`src/rtl/seq_detect_pkg.sv`:
```
// Shared constants and helpers for the serial pattern detector.
// Latency: none (package only).
// Backpressure: not applicable.
package seq_detect_pkg;

  // Overlap mode encodings for cfg_overlap / overlap_r
  localparam logic OVERLAP     = 1'b1;
  localparam logic NON_OVERLAP = 1'b0;

  // Legal pattern-length range
  localparam int PAT_LEN_MIN = 2;
  localparam int PAT_LEN_MAX = 32;

  // True when a pattern length is inside the supported range
  function automatic bit pat_len_ok(input int len);
    return (len >= PAT_LEN_MIN) && (len <= PAT_LEN_MAX);
  endfunction

  // Increment that sticks at max_v instead of wrapping
  function automatic logic [31:0] sat_inc(input logic [31:0] v, input logic [31:0] max_v);
    return (v == max_v) ? v : v + 32'd1;
  endfunction

endpackage

```
`src/rtl/seq_detect_param_sat_counter.sv`:
```
// Saturating up-counter with synchronous clear.
// Latency: q updates on the edge where inc/clr are sampled.
// Backpressure: none; clr wins over inc, count holds at all-ones.
module sat_counter
  import seq_detect_pkg::*;
#(
  parameter int W = 8
) (
  input  logic         clk,
  input  logic         rst,
  input  logic         clr,
  input  logic         inc,
  output logic [W-1:0] q
);

  localparam logic [W-1:0] MAX = '1;

  // Reset/clear to zero, otherwise count up and stick at MAX
  always_ff @(posedge clk) begin
    if (rst || clr) begin
      q <= '0;
    end else if (inc) begin
      q <= W'(sat_inc(32'(q), 32'(MAX)));
    end
  end

endmodule

```
`src/rtl/seq_detect_param.sv`:
```
// Runtime-loadable serial pattern detector with overlap control and match counter.
// Latency: match is registered, high the cycle after the completing bit.
// Backpressure: none; in_valid qualifies bits, idle cycles leave history untouched.
module seq_detect_param
  import seq_detect_pkg::*;
#(
  parameter int                 PAT_LEN     = 4,
  parameter int                 CNT_W       = 8,
  parameter logic [PAT_LEN-1:0] RST_PAT     = 4'b1011,
  parameter logic               RST_OVERLAP = 1'b1
) (
  input  logic               clk,
  input  logic               rst,
  input  logic               in,
  input  logic               in_valid,
  input  logic               cfg_load,
  input  logic [PAT_LEN-1:0] cfg_pattern,
  input  logic               cfg_overlap,
  input  logic               clr_count,
  output logic               match,
  output logic [CNT_W-1:0]   match_count,
  output logic               primed
);

  if (!pat_len_ok(PAT_LEN)) begin : g_bad_pat_len
    $error("seq_detect_param: PAT_LEN out of range");
  end

  localparam int             FW   = $clog2(PAT_LEN + 1);
  localparam logic [FW-1:0]  FULL = FW'(PAT_LEN);

  logic [PAT_LEN-1:0] hist;
  logic [PAT_LEN-1:0] hist_sh;
  logic [PAT_LEN-1:0] pattern_r;
  logic               overlap_r;
  logic [FW-1:0]      fill;
  logic [FW-1:0]      fill_inc;
  logic               hit;

  // Candidate history/fill for an accepted bit and the match compare on it
  always_comb begin
    hist_sh  = {hist[PAT_LEN-2:0], in};
    fill_inc = (fill == FULL) ? FULL : fill + FW'(1);
    hit      = 1'b0;
    if (in_valid && !cfg_load && (fill_inc == FULL) && (hist_sh == pattern_r)) begin
      hit = 1'b1;
    end
  end

  // History, fill, configuration and match pulse; rst > cfg_load > accepted bit
  always_ff @(posedge clk) begin
    if (rst) begin
      hist      <= '0;
      fill      <= '0;
      pattern_r <= RST_PAT;
      overlap_r <= RST_OVERLAP;
      match     <= 1'b0;
    end else if (cfg_load) begin
      hist      <= '0;
      fill      <= '0;
      pattern_r <= cfg_pattern;
      overlap_r <= cfg_overlap;
      match     <= 1'b0;
    end else if (in_valid) begin
      hist  <= hist_sh;
      // Non-overlapping mode restarts the window so the next match needs fresh bits
      fill  <= (hit && (overlap_r == NON_OVERLAP)) ? '0 : fill_inc;
      match <= hit;
    end else begin
      match <= 1'b0;
    end
  end

  assign primed = (fill == FULL);

  sat_counter #(.W(CNT_W)) u_match_count (
    .clk (clk),
    .rst (rst),
    .clr (clr_count),
    .inc (hit),
    .q   (match_count)
  );

endmodule

```
`config.mk`:
```
export PLATFORM = sky130hd
export DESIGN_NAME = seq_detect_param
export DESIGN_NICKNAME = d
export VERILOG_FILES = /design/src/rtl/seq_detect_pkg.sv /design/src/rtl/seq_detect_param_sat_counter.sv /design/src/rtl/seq_detect_param.sv
export SDC_FILE = /design/constraint.sdc
export NUM_CORES = 1
export LEC_CHECK = 0
export ABC_CLOCK_PERIOD_IN_PS = 3930
export BUFFER_PORTS_ARGS = -buffer_cell sky130_fd_sc_hd__buf_4
export CAP_MARGIN = 20
export CORE_AREA = 4 4 52 45
export DETAILED_ROUTE_END_ITERATION = 12
export DIE_AREA = 0 0 56 49
export GPL_TIMING_DRIVEN = 1
export PLACE_DENSITY = 0.88
export SETUP_SLACK_MARGIN = 0.15
export SLEW_MARGIN = 20
export SYNTH_ARGS = -nofsm -noshare
export SYNTH_HDL_FRONTEND = slang
export SYNTH_SLANG_ARGS = --single-unit
```
`constraint.sdc`:
```
create_clock -name clk -period 3.93 [get_ports clk]
set_input_delay 0.9825 -clock clk [delete_from_list [all_inputs] [get_ports clk]]
set_output_delay 0.9825 -clock clk [all_outputs]
set_load 0.01 [all_outputs]
```
==> metrics.cfg <==
[sta]
setup_viol=0
hold_viol_final=0
fin_setup_tns_ns=0
min_period_over_period=0.606
max_freq_ghz=0.420
maxSlewViolCount=0
post-route-min-period_ns=2.38
clock_skew_ns=0.00390
max-slew-margin-rel=0.778
rsz0062_at_grt=false
worst_pin_slew_ns=0.334

[global_routing]
grt_max_degree=13
antenna_found_initial=0
grt_first_pass_wirelength_um=3210
gr-total-overflow=0
track_usage=0.144
grt_pass1_vias=766

[cts]
cts_max_level=1
clock-sinks=20
cts_setup_buffers=0
postCtsResizedCells=0
clk_latency_ns=0.30
cts_hold_buffers=0
clock-root-buffer=clkbuf_4
clock_path_buffers=2
numCtsBuffers=3
clk_pin_slew_ns=0.12
cts_tree=done

[detailed_routing]
vias=792
detailedRoute.firstIterationViolations=23
routedWlPerCell_um=12.1
firstDrtPassIters=4
viasPerCell=5.25
ant_nets=0
drcViolationCount=0
drt-total-wl_um=1830

[critical_path]
r2r.worst_path.cells=7
cp_max_fo=4
worstPathArrival_ns=1.40
r2r_setup_slack_ns=1.60
path_class=reg2out
r2r_end=u_match_count.q[7]
required_ns=2.95
cp-start-kind=flop
worstSetupEndpointType=primary output
timing.rr.start=fill[0]

[floorplan]
row_count=14
io_pins=21
start_util=0.526
die_w_um=56
die_y_um=49
coreArea_mm2=0.00182
dieArea_mm2=0.00274

[hold_path]
worstHoldEndpoint=fill[1]
hold_class=reg2reg
hp-start=fill[1]
hold_depth=2

[cells_and_area]
final_cell_mix=dfxtp_1 (20), buf_4 (20), nor2_1 (10), nand2_1 (8), a21oi_1 (7)
diodes=0
fin_nets=142
layout-drive-gt1-share=0.228
final_cell_area_mm2=0.00117
synthToLayoutAreaGrowth_pct=22.2
fin_cells=151

[pwr]
powerDensity_mw_per_mm2=350
p_leak_nw=0.479
peakVddDrop_uv=280

[yosys]
async_flop_share=0
ys_ff_latch=20
syn_avg_cell_area_um2=8.87
syn-num-nets=122
synth_area_leaders=dfxtp_1 (42%), xor2_1 (4.6%), mux2i_1 (4.2%), ha_1 (3.9%), nor2_1 (3.9%)
ys_seq_area_frac=0.418
syn_inst=108
ys_types=28
syn-cell-area_um2=958
synth-edff-count=0
yosys.area.top_type=dfxtp_1
synth_top_area_frac=0.418
synth-main-ff-cell=dfxtp_1
synth_warnings=0

[outcome]
status=complete, no violations

[place]
place_area_mm2=0.00112
port_buffers=20
gp_congestion=0.747
dp_hpwl_um=1440
dp_cells=147

[run]
cap_violations=0

==> layer usage <==
metal	vias to the layer above	routed length [um]	track usage
met5	-	0	0
met4	0	13	0.0356
met3	2	96	0.0582
met2	15	875	0.249
met1	361	839	0.165
li1	414	-	-
==> cells in the mapped netlist, types with 2 or more instances <==
cell      instances
nand4_1           2
nand2b_1          3
or2_2             2
or4_1             3
a21oi_1           7
dfxtp_1          20
inv_1             6
xor2_1            5
nand2_1           8
o21ai_0           6
mux2i_1           4
ha_1              3
clkbuf_1          3
nor2_1           10
or3_1             3
nand3_1           5
nor2b_1           4
a211o_1           4
==> metrics by stage <==
stage	setup WS (ns)	hold slack (ns)	util	total power, mW
CTS	1.53	0.506	0.643	0.411
finish	1.55	0.501	0.643	0.409
global placement	1.40	0.478	0.614	0.245
detailed placement	1.36	0.489	0.614	0.247
global route	1.43	0.536	0.643	0.425
floorplan	1.60	0.462	-	0.236
==> flip-flops by register name, summed over array words and instances (netlist names) <==
signal	count
fill	3
hist	3
match	1
overlap_r	1
pattern_r	4
u_match_count.q	8
==> worst max-delay path by stage <==
stage,startpoint,to,depth (start not counted)
after floorplan,in,u_match_count.q[7],5
after global placement,in,u_match_count.q[7],6
final,fill[0],primed,5
after CTS,fill[0],primed,5
after global routing,fill[0],u_match_count.q[4],7
after detailed placement,in,u_match_count.q[7],6
==> cells by family after synthesis <==
kind of cell	after synthesis	synth area share
XOR/XNOR	5	0.0457
AO/OA/AOI/OAI	22	0.166
buffers and inverters	11	0.0444
AND/OR/NAND/NOR	43	0.245
multiplexers	4	0.0418
flip-flops	20	0.418
adder cells (fa/ha/maj)	3	0.0392
==> report_power, final <==
group	switching, mW	internal, mW	leakage (nW)
Clock	0.0643	0.103	0.0279
Sequential	0.00331	0.207	0.163
Combinational	0.0150	0.0166	0.288
Total	0.0826	0.327	0.479
==> critical path, cell delays in order, from the launching register on <==
cell	delay, ns
dfxtp_1	0.44
inv_1	0.08
ha_1	0.21
nand2_1	0.17
inv_1	0.06
buf_4	0.14
==> area by class of cell <==
type / count / area (um^2)
Fill cell: 157 / 651
Multi-Input combinational cell: 77 / 515
Sequential cell: 20 / 400
Timing Repair Buffer: 20 / 150
Clock inverter: 1 / 30.0
Tap cell: 24 / 30.0
Clock buffer: 3 / 22.5
Inverter: 6 / 22.5
(Power assumes the default switching activity.)
